===== src/rtl/div_seq_pkg.sv =====
// Shared definitions for the iterative divide sequencer.
// Holds the state encoding, the iteration count and the two's complement helpers.
package div_seq_pkg;

    localparam int DATA_W     = 32;
    localparam int DIV_CYCLES = 32;
    localparam int CNT_W      = 6;

    typedef enum logic [1:0] {
        DIV_IDLE = 2'd0,
        DIV_RUN  = 2'd1,
        DIV_DONE = 2'd2
    } divState_t;

    // Magnitude of a value, taken only when it is treated as signed.
    function automatic logic [DATA_W-1:0] absIf(input logic [DATA_W-1:0] v, input logic en);
        return (en && v[DATA_W-1]) ? (~v + DATA_W'(1)) : v;
    endfunction

    function automatic logic [DATA_W-1:0] negIf(input logic [DATA_W-1:0] v, input logic en);
        return en ? (~v + DATA_W'(1)) : v;
    endfunction

endpackage


===== src/rtl/div_step.sv =====
// One radix-2 restoring division iteration.
// Shifts {rem, dvd} left by one and keeps the trial subtraction when it does not go negative.
module div_step
    import div_seq_pkg::*;
(
    input  logic [DATA_W-1:0] i_rem,
    input  logic [DATA_W-1:0] i_dvd,
    input  logic [DATA_W-1:0] i_divisor,
    output logic [DATA_W-1:0] o_rem,
    output logic [DATA_W-1:0] o_dvd,
    output logic              o_qBit
);

    logic [DATA_W:0] w_remShift;
    logic [DATA_W:0] w_trial;

    // rem < divisor on entry, so the shifted remainder fits in 33 bits and the sign of the trial is exact.
    assign w_remShift = {i_rem, i_dvd[DATA_W-1]};
    assign w_trial    = w_remShift - {1'b0, i_divisor};
    assign o_qBit     = ~w_trial[DATA_W];
    assign o_rem      = o_qBit ? w_trial[DATA_W-1:0] : w_remShift[DATA_W-1:0];
    assign o_dvd      = {i_dvd[DATA_W-2:0], o_qBit};

endmodule


===== src/rtl/div_seq.sv =====
// Iterative 32-bit divide sequencer (DIV / DIVU) for the EX stage.
// Stalls the pipeline while iterating and presents quotient (LO) and remainder (HI) in the DONE cycle.
module div_seq
    import div_seq_pkg::*;
#(
    parameter int DIV_CYCLES_P = DIV_CYCLES
)
(
    input  logic              i_clk,
    input  logic              i_rst,
    input  logic              i_start,
    input  logic              i_signed_div,
    input  logic              i_flush,
    input  logic [DATA_W-1:0] i_operand_1,
    input  logic [DATA_W-1:0] i_operand_2,
    output logic              o_stall_req,
    output logic              o_done,
    output logic [DATA_W-1:0] o_quotient,
    output logic [DATA_W-1:0] o_remainder
);

    divState_t         r_state;
    logic [CNT_W-1:0]  r_counter;
    logic [DATA_W-1:0] r_rem;
    logic [DATA_W-1:0] r_dvd;
    logic [DATA_W-1:0] r_divisor;
    logic              r_qNeg;
    logic              r_rNeg;
    logic              r_done;
    logic [DATA_W-1:0] r_quotient;
    logic [DATA_W-1:0] r_remainder;

    logic [DATA_W-1:0] w_nextRem;
    logic [DATA_W-1:0] w_nextDvd;
    logic              w_qBit;
    logic              w_lastIter;

    div_step u_step (
        .i_rem     (r_rem),
        .i_dvd     (r_dvd),
        .i_divisor (r_divisor),
        .o_rem     (w_nextRem),
        .o_dvd     (w_nextDvd),
        .o_qBit    (w_qBit)
    );

    assign w_lastIter  = (r_counter == CNT_W'(DIV_CYCLES_P - 1));
    assign o_stall_req = ((r_state == DIV_IDLE) && i_start && !i_flush) || (r_state == DIV_RUN);
    assign o_done      = r_done;
    assign o_quotient  = r_quotient;
    assign o_remainder = r_remainder;

    // Flush only returns to IDLE; the last delivered result stays visible for HI/LO.
    always_ff @(posedge i_clk) begin
        if (i_rst) begin
            r_state     <= DIV_IDLE;
            r_counter   <= '0;
            r_rem       <= '0;
            r_dvd       <= '0;
            r_divisor   <= '0;
            r_qNeg      <= 1'b0;
            r_rNeg      <= 1'b0;
            r_done      <= 1'b0;
            r_quotient  <= '0;
            r_remainder <= '0;
        end else if (i_flush) begin
            r_state <= DIV_IDLE;
            r_done  <= 1'b0;
        end else begin
            case (r_state)
                DIV_IDLE: begin
                    r_done <= 1'b0;
                    if (i_start) begin
                        if (i_operand_2 == '0) begin
                            r_state     <= DIV_DONE;
                            r_done      <= 1'b1;
                            r_quotient  <= '1;
                            r_remainder <= i_operand_1;
                        end else begin
                            r_state   <= DIV_RUN;
                            r_counter <= '0;
                            r_rem     <= '0;
                            r_dvd     <= absIf(i_operand_1, i_signed_div);
                            r_divisor <= absIf(i_operand_2, i_signed_div);
                            r_qNeg    <= i_signed_div & (i_operand_1[DATA_W-1] ^ i_operand_2[DATA_W-1]);
                            r_rNeg    <= i_signed_div & i_operand_1[DATA_W-1];
                        end
                    end
                end
                DIV_RUN: begin
                    r_rem     <= w_nextRem;
                    r_dvd     <= w_nextDvd;
                    r_counter <= r_counter + CNT_W'(1);
                    // The final iteration's step outputs are the unsigned result; fix up the signs on the way out.
                    if (w_lastIter) begin
                        r_state     <= DIV_DONE;
                        r_done      <= 1'b1;
                        r_quotient  <= negIf({r_dvd[DATA_W-2:0], w_qBit}, r_qNeg);
                        r_remainder <= negIf(w_nextRem, r_rNeg);
                    end
                end
                DIV_DONE: begin
                    r_state <= DIV_IDLE;
                    r_done  <= 1'b0;
                end
                default: begin
                    r_state <= DIV_IDLE;
                    r_done  <= 1'b0;
                end
            endcase
        end
    end

endmodule


===== config.mk =====
export PLATFORM = sky130hd
export DESIGN_NAME = div_seq
export DESIGN_NICKNAME = d
export VERILOG_FILES = /design/src/rtl/div_seq_pkg.sv /design/src/rtl/div_step.sv /design/src/rtl/div_seq.sv
export SDC_FILE = /design/constraint.sdc
export NUM_CORES = 1
export LEC_CHECK = 0
export ABC_AREA = 1
export CORE_ASPECT_RATIO = 0.8
export CORE_MARGIN = 3
export CORE_UTILIZATION = 30
export CTS_BUF_LIST = sky130_fd_sc_hd__clkbuf_16
export DETAILED_ROUTE_END_ITERATION = 12
export SYNTH_ARGS = -nofsm -noshare
export SYNTH_HDL_FRONTEND = slang
export SYNTH_SLANG_ARGS = --single-unit

===== constraint.sdc =====
create_clock -name i_clk -period 6 [get_ports i_clk]
set_clock_uncertainty 0.05 [all_clocks]
set_input_delay 1.8 -clock i_clk [delete_from_list [all_inputs] [get_ports i_clk]]
set_output_delay 1.8 -clock i_clk [all_outputs]
set_load 0.05 [all_outputs]

; After elaboration in Yosys (flattened, before gate mapping)
; Cells that the tools add are included.
[word_totals]
in_bits = 69
output_inout_bits = 66
regBits = 171
elab_cells = 76
[op_classes]
bitwise = 10
n_addsub = 6
n_reduce_logical = 14
n_mux = 30
n_eq_ne = 6
[ops]
columns = op, count
row1 = 2-to-1 mux 32 bit, 15
row2 = case mux 32 bit (2 select lines), 4
row3 = "adder 32 x 1 -> 32 bit, second input constant", 4
row4 = NOT 32 bit, 4
row5 = subtractor 33 x 32 -> 33 bit, 1
row6 = logical NOT 32 bit, 1
row7 = 2-to-1 mux 6 bit, 2
row8 = case mux 6 bit (2 select lines), 1
row9 = AND reduction 4 bit, 2
row10 = "adder 6 x 1 -> 6 bit, second input constant", 1
row11 = "equality test 6 x 5 -> 1 bit, second input constant", 1
row12 = 2-to-1 mux 2 bit, 3
row13 = "inequality test 2 bit, second input constant", 3
row14 = AND reduction 5 bit, 1
row15 = logical AND 1 bit, 4
row16 = case mux 2 bit (2 select lines), 1
row17 = 2-to-1 mux 1 bit, 3
row18 = NOT 1 bit, 3
row19 = bitwise AND 1 bit, 2
row20 = "equality test 2 x 1 -> 1 bit, second input constant", 1
row21 = logical NOT 2 bit, 1
row22 = "inequality test 2 x 1 -> 1 bit, second input constant", 1
row23 = case mux 1 bit (2 select lines), 1
row24 = AND reduction 2 bit, 1
row25 = 5 further kinds, 5

; Longest topological paths before layout
; Gate-level depths: netlist of the first run.
[depth]
word_depth = 7
mapped_depth = 29
ltp_nobuf = 28

; Hierarchy
; A second synthesis of the first run with hierarchy kept.
[hier_totals]
hier_cells = 2542
area_unflattened_um2 = 14173.6
[by_module_without_submodules]
columns = module, area_each_um2, instances, cells_each
row1 = div_seq, 10770.3, 1, 1827
row2 = div_step, 3403.3, 1, 715

; Worst setup path before layout of the first run
; No wires, ideal clock.
[synth_path]
path_kind = input to output
startpoint = input port i_start
endpoint = output port o_stall_req
n_path_buf = 0
path_slack_ns = 1.102
arrival_time_ns = 3.048
required_time_ns = 4.150
stages = 2
cell_sequence = inv_1 o31ai_1
[synth_between]
elab_chain_len = 3
[synth_lines]
columns = element, line_no
row1 = from (decl), div_seq.sv:11  ; input logic i_start,
row2 = logical AND 1 bit (2 in series), div_seq.sv:48  ; assign o_stall_req = ((r_state == DIV_IDLE) && i_start && !i_flush) || (r_state == DIV_RUN);
row3 = logical OR 1 bit, div_seq.sv:48
row4 = to (decl), div_seq.sv:16  ; output logic o_stall_req,
; No other way between the ends.

; Final worst setup path of the first run
; Same ends and word-level chain as after synthesis.

==> qor.csv, run 1 <==
stage;metric;value;unit
status;status;finished clean;
timing;max_freq;0.190;GHz
power;p_sw;1190;uW
place;dp.cells;2778;
drt;drt.antenna.violating_nets;0;
final_layout;most-common-layout-cells;nand2_1 (591), inv_1 (282), nor2_1 (210);
clock_network;clkSlewWorstSetupHoldPaths;60;ps
power;power_frac_comb;27.4;%
clock_network;cts_sinks;171;
timing;min_period;5260;ps
final_layout;nNetsFinal;2352;
logic_synthesis;ys_ff_latch;171;
logic_synthesis;synth_compound_area_share;20.2;%
drt;first_iter_violations;1503;
logic_synthesis;async_flop_share;0;%
final_layout;syn_to_final_growth;18.7;%
global_routing;antenna_found_initial;3;
power;power_frac_clock;35.4;%
global_routing;grt-ovfl-total;0;
global_routing;grt_busiest_layer;met1;
drt;wl_per_cell;16.8;um
place;gp_congestion;0.901;
drt;via_per_inst;5.11;
timing;hold-worst-slack;420;ps
logic_synthesis;synth_top_cell_area_share;26.3;%
final_layout;fillers;4623;
logic_synthesis;ys_top_cells_by_area;dfxtp_1 (26%), nand2_1 (17%), inv_1 (8.2%);
critical_path;critPathCaptureType;output port;
clock_network;cts-buffers-inserted;17;
place;post-dp-hpwl;37300;um
timing;worstMarginPinSlew;1070;ps
logic_synthesis;netlist_area;13000;um^2
floorplanning;num_rows;67;
logic_synthesis;yosysTopAreaCell;dfxtp_1;
critical_path;cp.arrival;3410;ps
floorplanning;start_util;30.7;%
logic_synthesis;ys_seq_area_share;26.3;%
clock_network;post_cts_resized;0;
clock_network;h-tree-depth;4;
clock_network;cts_setup_buffers;0;
floorplanning;io_pins;135;
drt;routed_wl;47200;um
logic_synthesis;synth-main-ff-cell;dfxtp_1;
timing;setup_tns;0;ps
timing;finalHoldViolations;0;
power;power.leakage;0.00699;uW
global_routing;use_met1;31.7;%
timing;drv_slew;0;
critical_path;setup.worst_path.start_class;input port;
clock_network;hold_buffers;0;
logic_synthesis;yosys_warnings;0;
global_routing;grt_max_degree;85;
global_routing;grt_pass1_vias;12900;
timing;grt_setup_unrepaired;false;
logic_synthesis;synth_enable_flop_cells;0;
drt;drc;0;
drt;vias;14400;
power;p_sw_share;35.7;%
logic_synthesis;syn_inst;2162;
clock_network;clk_path_buf_depth;2;
hold_path;hold_path.class;reg -> reg;
power;internal_power;2140;uW
logic_synthesis;synth_top_family_by_area;simple AND/OR/NAND/NOR gates;
global_routing;grt_pass1_wl;73400;um
power;seqPwrFrac;37.2;%
floorplanning;fp.dieH;192;um
logic_synthesis;syn_nets;2269;
global_routing;use_met2;29.6;%
final_layout;final_common_cell;nand2_1;
final_layout;stdcell_count;2811;
timing;finalCritPeriodShare;87.7;%
timing;relSlewSlack;28.8;%
global_routing;grtUsageTotal;20.4;%
critical_path;path_class;in -> out;
logic_synthesis;synthDistinctLibCells;61;
floorplanning;dieWidth;239;um
floorplanning;fp.dieArea;46000;um^2
logic_synthesis;synth_fa_ha_area_share;3.71;%
clock_network;clkLatencyLatePin;450;ps
timing;setup_viol;0;
power;ir_drop;209;uV
clock_network;cts_tree;built;
floorplanning;core_area;42400;um^2
clock_network;root_buffer;clkbuf_16;
critical_path;critPathRequiredTime;4150;ps
flow_run;cap_viol_max_count;0;
power;p_per_area;215;nW/um^2
logic_synthesis;syn_avg_cell_area;6.03;um^2
place;portBuffers;134;
logic_synthesis;synth_mux_area_share;0;%
global_routing;met3_usage;2.83;%
critical_path;crit_fanout;2;
logic_synthesis;synth_xor_area_share;3.43;%
logic_synthesis;synthSimpleGateAreaFrac;34.9;%
drt;first_pass_iters;6;
final_layout;drive_gt1_share;5.49;%
stage by stage:
stage,power [uW],cell area (um^2),setup WS [ps],util (%)
2_1_floorplan,1860,13000,1100,-
3_3_place_gp,2160,14900,706,35.0
3_5_place_dp,2160,14900,749,35.0
6_report,3330,15500,740,36.5
5_1_grt,3500,15500,480,36.5
4_1_cts,3340,15500,727,36.5
registers in the layout, indices dropped and copies added, names as in the netlist:
signal and flops:
o_done 1, r_counter 6, r_rNeg 1, r_dvd 32
o_remainder 32, r_qNeg 1, o_quotient 32, r_state 2
r_rem 32, r_divisor 32
logic make-up (layout without fill, tap and decap cells):
family,Yosys count,in the layout
AOI/OAI and AO/OA,458,458
xor gates and xnor gates,51,51
adders and majority gates,38,38
buffers and inverters,381,477
DFF,171,171
other,0,1
and+or+nand+nor,1063,1063
final timing paths:
kind,startpoint,endpoint,slack (ps),cells past startpoint
max,i_start,o_stall_req,740,4
min,o_quotient[23],o_quotient[23],420,2
max reg2reg,r_dvd[31],o_quotient[28],960,27
min reg2reg,o_quotient[23],o_quotient[23],420,2
per-layer routing:
metal	wire, um	share of wire (%)
met3	3460	7.3
met5	0	0
met2	18800	40
met4	499	1.1
met1	24500	52
Yosys cell counts (all sizes together) (3+ instances only):
master,n
nand3b,12
a21o,4
a211oi,7
o211ai,11
a31oi,30
clkbuf,63
inv,288
or2,3
nor4,7
nor3,31
a311oi,3
a21oi,194
a41oi,8
nand3,132
nor3b,3
nor2,220
buf,27
clkinv,3
o21ai,158
xor2,32
o221ai,11
o21bai,8
nand4,33
dfxtp,171
xnor2,19
ha,37
o31ai,12
nand2,619
area by class of cell:
| class | instances | area, um^2 | share of cell area (%) |
|---|---|---|---|
| antenna | 1 | 2.50 | 0.0162 |
| clock buffer | 17 | 425 | 2.75 |
| clock inverter | 15 | 191 | 1.24 |
| inverter | 291 | 1090 | 7.06 |
| multi-input combinational | 1610 | 8130 | 52.6 |
| sequential | 171 | 3420 | 22.1 |
| tap | 552 | 691 | 4.46 |
| timing repair buffer | 154 | 1510 | 9.77 |
worst max-delay path, stage by stage:
cell             delay [ps]
clkdlybuf4s50_1         470
inv_1                    60
o31ai_1                 240
clkdlybuf4s50_1         840
power by group through the flow:
| stage | Clock (uW) | Combinational, uW | Sequential, uW |
|---|---|---|---|
| global placement | 0 | 892 | 1260 |
| global route | 1240 | 1010 | 1250 |
| CTS | 1200 | 902 | 1240 |
| detailed placement | 0 | 898 | 1260 |
| finish | 1180 | 912 | 1240 |
| floorplan | 0 | 563 | 1290 |
Power figures use the tool's default switching activity.
==> run 2: changes to the inputs <==
- clock period: 6 -> 4.9 ns (I/O delays scaled with it)
==> run 2 against run 1 <==
Effect of this change:
- worst setup slack worse by 230 ps
- first-iteration DRC count fell by 6.0%
- sequential cell count unchanged
- critical path type is now reg -> reg
- largest cell class unchanged
==> qor.csv, run 2 (synthesis results as in run 1) <==
stage;metric;value;unit
status;status;finished clean;
floorplanning;fp.dieH;192;um
place;preCtsSetupSlack;248;ps
drt;drt.antenna.violating_nets;0;
clock_network;clkLatencyLatePin;460;ps
timing;worstMarginPinSlew;1100;ps
floorplanning;num_rows;67;
power;p_per_area;258;nW/um^2
final_layout;final_common_cell;nand2_1;
critical_path;critPathRequiredTime;5150;ps
floorplanning;dieWidth;239;um
place;gp_congestion;0.924;
drt;drc;0;
floorplanning;start_util;30.7;%
final_layout;fin_util;36.6;%
power;power.leakage;0.00704;uW
place;dp.cells;2793;
final_layout;stdcell_count;2825;
clock_network;cts_tree;built;
global_routing;grt_pass1_wl;73200;um
timing;finalCritPeriodShare;89.5;%
drt;first_iter_violations;1413;
critical_path;path_class;reg -> reg;
critical_path;setup.worst_path.start_class;flop;
final_layout;most-common-layout-cells;nand2_1 (591), inv_1 (282), nor2_1 (210);
power;ir_drop;237;uV
timing;drv_slew;0;
final_layout;diodes;0;
timing;fin_ws;514;ps
final_layout;fillers;4608;
flow_run;cap_viol_max_count;0;
drt;via_per_inst;5.13;
clock_network;cts-buffers-inserted;17;
final_layout;drive_gt1_share;6.16;%
clock_network;cts_sinks;171;
critical_path;cp.arrival;4630;ps
hold_path;hold_path.class;reg -> reg;
drt;vias;14500;
clock_network;hold_buffers;0;
final_layout;register_area;3420;um^2
timing;finalHoldViolations;0;
place;post-dp-hpwl;37100;um
final_layout;multi_input_area;8140;um^2
clock_network;clkSlewWorstSetupHoldPaths;70;ps
global_routing;grt_pass1_vias;13000;
timing;grt_setup_unrepaired;false;
critical_path;crit_fanout;45;
clock_network;clk_path_buf_depth;2;
timing;setup_viol;0;
global_routing;grt-ovfl-total;0;
drt;routed_wl;47600;um
floorplanning;fp.dieArea;46000;um^2
global_routing;grtUsageTotal;20.4;%
drt;first_pass_iters;5;
final_layout;nNetsFinal;2367;
floorplanning;io_pins;135;
drt;wl_per_cell;16.8;um
clock_network;root_buffer;clkbuf_16;
place;portBuffers;134;
global_routing;grt_max_degree;85;
timing;setup_tns;0;ps
final_layout;syn_to_final_growth;19.1;%
clock_network;h-tree-depth;4;
timing;min_period;4390;ps
timing;relSlewSlack;26.7;%
floorplanning;core_area;42400;um^2
critical_path;critPathCaptureType;flop;
global_routing;antenna_found_initial;1;
timing;max_freq;0.228;GHz
## run 2: layout make-up
cell class / instances / share of cell area (%)
repair buffers: 169 / 10.4
inverters: 291 / 7.04
flip-flops and latches: 171 / 22.1
multi-input cells: 1610 / 52.4
clock buffers: 17 / 2.74
clock inverters: 15 / 0.887
well taps: 552 / 4.45
## run 2: stage by stage
step                total power [uW]  instance area (um^2)  hold WS [ps]
CTS                             4010                 15500           424
floorplan                       2270                 13000           383
finish                          4000                 15500           423
global route                    4210                 15500           451
detailed placement              2660                 14900           414
global placement                2650                 14900           407
## run 2: worst paths after layout
path | start | end | slack, ps | cells past startpoint
max reg2reg | r_dvd[31] | o_remainder[30] | 510 | 26
min reg2reg | o_quotient[23] | o_quotient[23] | 420 | 2
max | r_dvd[31] | o_remainder[30] | 510 | 26
min | o_quotient[23] | o_quotient[23] | 420 | 2
## run 2: metal layers
metal  vias to the layer above  share of wire (%)  global-route usage (%)  wire length (um)
li1                       7262                  -                       -                 -
met1                      6687                 50                    30.6             23800
met2                       493                 39                    29.0             18800
met3                        55                8.7                    4.76              4160
met4                         0                1.9                    5.16               892
met5                         -                  0                       0                 0
## run 2: where the power goes
part,switching [uW],leakage (uW),internal [uW],total [uW]
clock,641,0.000268,708,1350
sequential,59.6,0.00139,1460,1520
combinational,770,0.00537,365,1130
total,1470,0.00704,2530,4000
## run 2: repair_timing
| action | 4_1_cts | 5_1_grt |
|---|---|---|
| endpoints found under the setup margin | 0 | 1 |
| buffers inserted | 0 | 0 |
| endpoints found under the hold margin | 0 | 0 |
| gates resized for setup | 0 | 1 |
## run 2: worst max-delay path, cell delays in order, from the launching register on
cell and delay [ps]:
dfxtp_1 320, inv_1 210, ha_1 210, inv_1 80, fa_1 400, nand2_1 80
nand2_1 80, nand3_1 100, nand2_1 90, nand2_1 90, nand2_2 80, nand2_4 110
nand3_4 110, nand2_8 100, buf_4 430, nand2_1 100, nand2_1 160, ha_1 230
nand2_1 70, nor2_1 140, nand2_1 150, nor2_1 330, nand3_1 180, nand3_1 100
nand3_1 80, nand2_1 100, a21oi_2 50
